==> src/rtl/game_seq_if.sv <==
// Bundles the game_seq control inputs and sequencer outputs.
// The master drives the buttons, tick and finish; the slave (game_seq) owns the outputs.
interface game_seq_if;
  logic       tick;
  logic       btn_start;
  logic       btn_mode;
  logic       btn_up;
  logic       btn_down;
  logic       finish;
  logic [1:0] state;
  logic       mode;
  logic [6:0] value;
  logic [1:0] countdown;
  logic [9:0] random_id;

  modport master (
    output tick, btn_start, btn_mode, btn_up, btn_down, finish,
    input  state, mode, value, countdown, random_id
  );

  modport slave (
    input  tick, btn_start, btn_mode, btn_up, btn_down, finish,
    output state, mode, value, countdown, random_id
  );
endinterface

==> src/rtl/game_seq.sv <==
// Typing-game sequencer: mode/value selection, pre-game countdown, game-state
// tracking and a free-running 10-bit LFSR used for word selection.
module game_seq #(
  parameter int TICKS_PER_SEC = 100,
  parameter int COUNTDOWN_SEC = 3
) (
  input  logic       clk,
  input  logic       rst,
  game_seq_if.slave  bus
);

  localparam int CW = (TICKS_PER_SEC > 1) ? $clog2(TICKS_PER_SEC) : 1;

  typedef enum logic [1:0] {
    S_SELECT    = 2'd0,
    S_COUNTDOWN = 2'd1,
    S_INGAME    = 2'd2,
    S_FINISH    = 2'd3
  } state_e;

  state_e      state_q, state_d;
  logic        mode_q, mode_d;
  logic [6:0]  value_q, value_d;
  logic [1:0]  countdown_q, countdown_d;
  logic [CW-1:0] tick_cnt_q, tick_cnt_d;
  logic [9:0]  lfsr_q, lfsr_d;
  logic [6:0]  value_max;

  assign value_max = mode_q ? 7'd50 : 7'd95;

  always_comb begin
    state_d     = state_q;
    mode_d      = mode_q;
    value_d     = value_q;
    countdown_d = countdown_q;
    tick_cnt_d  = tick_cnt_q;
    // x^10 + x^7 + 1, new bit enters at the LSB
    lfsr_d      = {lfsr_q[8:0], lfsr_q[9] ^ lfsr_q[6]};

    unique case (state_q)
      S_SELECT: begin
        if (bus.btn_start) begin
          state_d     = S_COUNTDOWN;
          countdown_d = 2'(COUNTDOWN_SEC);
          tick_cnt_d  = '0;
        end else if (bus.btn_mode) begin
          mode_d  = ~mode_q;
          value_d = mode_q ? 7'd30 : 7'd10;
        end else if (bus.btn_up && !bus.btn_down) begin
          value_d = (value_q >= value_max - 7'd5) ? value_max : value_q + 7'd5;
        end else if (bus.btn_down && !bus.btn_up) begin
          value_d = (value_q <= 7'd10) ? 7'd5 : value_q - 7'd5;
        end
      end
      S_COUNTDOWN: begin
        if (bus.btn_start) begin
          state_d     = S_SELECT;
          countdown_d = 2'd0;
        end else if (bus.tick) begin
          if (tick_cnt_q == CW'(TICKS_PER_SEC - 1)) begin
            tick_cnt_d  = '0;
            countdown_d = countdown_q - 2'd1;
            if (countdown_q == 2'd1) begin
              state_d = S_INGAME;
            end
          end else begin
            tick_cnt_d = tick_cnt_q + CW'(1);
          end
        end
      end
      S_INGAME: begin
        if (bus.btn_start) begin
          state_d = S_SELECT;
        end else if (bus.finish) begin
          state_d = S_FINISH;
        end
      end
      S_FINISH: begin
        if (bus.btn_start) begin
          state_d = S_SELECT;
        end
      end
      default: state_d = S_SELECT;
    endcase
  end

  always_ff @(posedge clk or posedge rst) begin
    if (rst) begin
      state_q     <= S_SELECT;
      mode_q      <= 1'b0;
      value_q     <= 7'd30;
      countdown_q <= 2'd0;
      tick_cnt_q  <= '0;
      lfsr_q      <= 10'h001;
    end else begin
      state_q     <= state_d;
      mode_q      <= mode_d;
      value_q     <= value_d;
      countdown_q <= countdown_d;
      tick_cnt_q  <= tick_cnt_d;
      lfsr_q      <= lfsr_d;
    end
  end

  assign bus.state     = state_q;
  assign bus.mode      = mode_q;
  assign bus.value     = value_q;
  assign bus.countdown = countdown_q;
  assign bus.random_id = lfsr_q;

endmodule

==> src/flat_wrapper.sv <==
// flat-port wrapper written by rule: the top's interface ports become plain ports
module game_seq_flat 
#(
  parameter int TICKS_PER_SEC = 100,
  parameter int COUNTDOWN_SEC = 3
)
  (clk, rst, bus_tick, bus_btn_start, bus_btn_mode, bus_btn_up, bus_btn_down, bus_finish, bus_state, bus_mode, bus_value, bus_countdown, bus_random_id);
  game_seq_if bus_i ();
  input  logic clk;
  input  logic rst;
  input wire logic [$bits(bus_i.tick)-1:0] bus_tick;
  input wire logic [$bits(bus_i.btn_start)-1:0] bus_btn_start;
  input wire logic [$bits(bus_i.btn_mode)-1:0] bus_btn_mode;
  input wire logic [$bits(bus_i.btn_up)-1:0] bus_btn_up;
  input wire logic [$bits(bus_i.btn_down)-1:0] bus_btn_down;
  input wire logic [$bits(bus_i.finish)-1:0] bus_finish;
  output wire logic [$bits(bus_i.state)-1:0] bus_state;
  output wire logic [$bits(bus_i.mode)-1:0] bus_mode;
  output wire logic [$bits(bus_i.value)-1:0] bus_value;
  output wire logic [$bits(bus_i.countdown)-1:0] bus_countdown;
  output wire logic [$bits(bus_i.random_id)-1:0] bus_random_id;
  assign bus_i.tick = bus_tick;
  assign bus_i.btn_start = bus_btn_start;
  assign bus_i.btn_mode = bus_btn_mode;
  assign bus_i.btn_up = bus_btn_up;
  assign bus_i.btn_down = bus_btn_down;
  assign bus_i.finish = bus_finish;
  assign bus_state = bus_i.state;
  assign bus_mode = bus_i.mode;
  assign bus_value = bus_i.value;
  assign bus_countdown = bus_i.countdown;
  assign bus_random_id = bus_i.random_id;
  game_seq #(.TICKS_PER_SEC(TICKS_PER_SEC), .COUNTDOWN_SEC(COUNTDOWN_SEC)) u_core (.clk(clk), .rst(rst), .bus(bus_i));
endmodule
==> config.mk <==
export PLATFORM = sky130hd
export DESIGN_NAME = game_seq_flat
export DESIGN_NICKNAME = d
export VERILOG_FILES = /design/src/rtl/game_seq_if.sv /design/src/rtl/game_seq.sv /design/src/flat_wrapper.sv
export SDC_FILE = /design/constraint.sdc
export NUM_CORES = 1
export LEC_CHECK = 0
export CAP_MARGIN = 20
export CORE_ASPECT_RATIO = 1.5
export CORE_MARGIN = 2
export CORE_UTILIZATION = 57
export DETAILED_ROUTE_END_ITERATION = 12
export PLACE_DENSITY = 0.85
export SLEW_MARGIN = 20
export SYNTH_ARGS = -nofsm -noshare
export SYNTH_HDL_FRONTEND = slang
export SYNTH_SLANG_ARGS = --single-unit
==> constraint.sdc <==
create_clock -name clk -period 4.9 [get_ports clk]
set_input_delay 0.98 -clock clk [delete_from_list [all_inputs] [get_ports clk]]
set_output_delay 0.98 -clock clk [all_outputs]
set_load 0.005 [all_outputs]
==> results.py <==
metrics = {
    "timing": {
        "finalCritPeriodShare_pct": 51.5,
        "hold_slack_ns": 0.377,
        "min_period_ns": 2.52,
        "fmax_mhz": 396,
        "slew_violations": 0,
        "setup_violations": 0,
        "rsz0062_at_grt": "false",
        "worst_pin_slew_ns": 0.592,
        "slew_headroom_pct": 60.5,
        "finalHoldViolCount": 0,
        "fin_setup_tns_ns": 0,
        "fin_skew_ns": 0.00369,
    },
    "drt": {
        "drtIter0Drc": 50,
        "highest_layer": "met4",
        "dr.pass1.iters": 4,
        "wl_met1_um": 1550,
        "vias": 1487,
        "wl_met3_um": 108,
        "wl_per_cell_um": 15.7,
        "ant_nets": 0,
        "drc": 0,
        "dr_wl_met2_um": 2140,
        "wirelength_um": 3960,
        "viasPerCell": 5.90,
    },
    "synth": {
        "synthCells": 190,
        "syn_area_per_cell_um2": 9.48,
        "async_flop_share_pct": 100,
        "synth_edf_count": 0,
        "synth.top_cells.by_area": "dfrtp_1, ha_1, dfstp_2",
        "yosysTopAreaCellShare_pct": 33.4,
        "yosys_most_used_dff": "dfrtp_1",
        "yosys.area.top_type": "dfrtp_1",
        "ys_types": 50,
        "ys_warn_count": 0,
        "seq_area_frac_synth_pct": 40.7,
        "syn_nets": 209,
        "ys_ff_latch": 29,
        "netlist_area_mm2": 0.00180,
    },
    "setup_path": {
        "reg2reg_depth": 7,
        "rr_endpoint": "u_core.bus.value[5]$_DFFE_PP0P_",
        "worstPathArrival_ns": 2.69,
        "cp_cell_sequence": "clkdlybuf4s50_1 -> nand3b_1 -> a21oi_2 -> and3_1 -> o22ai_1 -> a32o_1",
        "worstSetupPathType": "primary input to flop",
        "cp-end-kind": "flop",
        "cpPeakStageDelay_ns": 0.55,
        "cp.required_ns": 5.06,
        "crit_slowest_cell": "clkdlybuf4s50_1",
        "reg2reg_slack_ns": 2.48,
        "crit_fanout": 8,
        "worst_setup_path_start_kind": "primary input",
        "r2r-start": "u_core.bus.mode$_DFFE_PP0P_",
    },
    "global_route": {
        "grt_antenna_before_repair": 0,
        "grt_first_pass_wirelength_um": 6600,
        "grt_pass1_vias": 1449,
        "grt_max_degree": 30,
        "grt_usage_pct": 24.4,
        "grt.overflow.total": 0,
    },
    "cells_and_area": {
        "final_area_mm2": 0.00212,
        "layout_commonest_cell": "clkdlybuf4s50_1",
        "n_antenna_cell": 0,
        "final_nets": 230,
        "final_cell_mix": "clkdlybuf4s50_1, dfrtp_1, nand2_1",
        "final_layout_size_suffix_gt1_share_pct": 9.43,
        "area_delta_synth_final_pct": 17.7,
    },
    "floorplan": {
        "start_util_pct": 58.1,
        "std_cell_rows": 25,
        "coreArea_mm2": 0.00310,
        "io_pins": 30,
        "dieHeight_um": 72.8,
        "die_x_um": 49.9,
        "die-area_mm2": 0.00363,
    },
    "cts": {
        "clk_pin_slew_ns": 0.06,
        "h-tree-depth": 2,
        "root_buffer": "clkbuf_8",
        "cts_setup_buffers": 0,
        "ctsHoldBuffers": 0,
        "cts_resized": 0,
        "cts.sinks": 29,
        "clkLatencyLatePin_ns": 0.28,
        "clock_path_buffers": 2,
        "tritoncts": "yes",
        "cts_made_buffers": 5,
    },
    "power": {
        "vdd_drop_max_v": 0.000382,
        "power.leakage_nw": 0.934,
        "p_per_area_mw_per_mm2": 458,
    },
    "hold_path": {
        "hold_end": "u_core.bus.random_id[9]$_DFF_PP0_",
        "min_from": "u_core.bus.random_id[8]$_DFF_PP0_",
        "whs_path_depth": 0,
        "hp-class": "flop to flop",
    },
    "outcome": {
        "outcome": "complete, no violations",
    },
    "placement": {
        "detailed_place_hpwl_um": 3000,
        "place.gp.congestion": 0.906,
        "place.port_buffers": 29,
        "dpl_cell_area_mm2": 0.00204,
    },
    "job": {
        "maxCapViolations": 0,
    },
}
how the worst max path moves through the flow:
| stage | startpoint | end | slack [ns] |
|---|---|---|---|
| after CTS | bus_btn_start | u_core.tick_cnt_q[6]$_DFFE_PP0P_ | 2.41 |
| after detailed placement | bus_btn_start | u_core.tick_cnt_q[6]$_DFFE_PP0P_ | 2.12 |
| final | bus_btn_start | u_core.tick_cnt_q[6]$_DFFE_PP0P_ | 2.38 |
| after global routing | bus_btn_start | u_core.bus.value[5]$_DFFE_PP0P_ | 2.24 |
| after floorplan | u_core.bus.mode$_DFFE_PP0P_ | u_core.bus.value[5]$_DFFE_PP0P_ | 2.79 |
| after global placement | bus_btn_start | u_core.tick_cnt_q[6]$_DFFE_PP0P_ | 2.19 |
cell usage after synthesis, types with 3 or more instances:
master	number
a211oi_1	3
a21o_1	3
a21oi_1	13
a31oi_1	3
and3_1	3
buf_2	3
buf_4	10
dfrtp_1	24
dfstp_2	5
ha_1	11
inv_1	8
nand2_1	17
nand4_1	4
nor2_1	12
nor2b_1	5
o21ai_0	15
xnor2_1	4
xor2_1	8
registers in the layout, summed over array words and instances (netlist names):
signal and count:
u_core.bus.random_id 10, u_core.bus.value 7, u_core.tick_cnt_q 7, u_core.bus.countdown 2, u_core.bus.state 2, u_core.bus.mode 1
cell type report:
type,instances,area (um2)
fill,249,978
multi-input combinational,138,933
sequential,29,732
timing repair buffer,29,290
clock buffer,6,72.6
tap,40,50.0
inverter,8,30.0
clock inverter,2,10.0
per-stage QoR:
stage               worst slack, ns  power (mW)  utilization, %  cells
global route                   2.24        1.04            68.4    252
floorplan                      2.79       0.644               -    190
CTS                            2.41       0.971            68.4    252
global placement               2.19       0.764            65.7    244
detailed placement             2.12       0.782            65.7    244
finish                         2.38       0.970            68.4    252
routing by layer:
layer	track usage (%)	vias up
met5	0	-
met4	15.1	0
met3	4.10	14
met2	43.9	49
met1	26.4	713
li1	-	711
critical path: cells and delay by family:
kind            cells  cell delay, ns
compound gates      3            0.65
buf+inv             1            0.55
simple gates        2            0.51
where the power goes:
group | internal (mW) | leakage [nW] | total (mW) | switching, mW
logic | 0.202 | 0.516 | 0.406 | 0.204
registers | 0.289 | 0.373 | 0.378 | 0.0894
clock network | 0.0981 | 0.0450 | 0.186 | 0.0878
logic make-up (layout without fill, tap and decap cells):
logic type	Yosys count	count (layout)	synth area share [%]
and+or+nand+nor	60	60	17.9
AOI/OAI and AO/OA	53	53	19.2
DFF	29	29	40.7
buffers and inverters	23	45	7.50
xor gates and xnor gates	12	12	5.84
adders and majority gates	11	11	7.64
muxes	2	2	1.18
No activity file was read; power rests on OpenSTA's default activity.
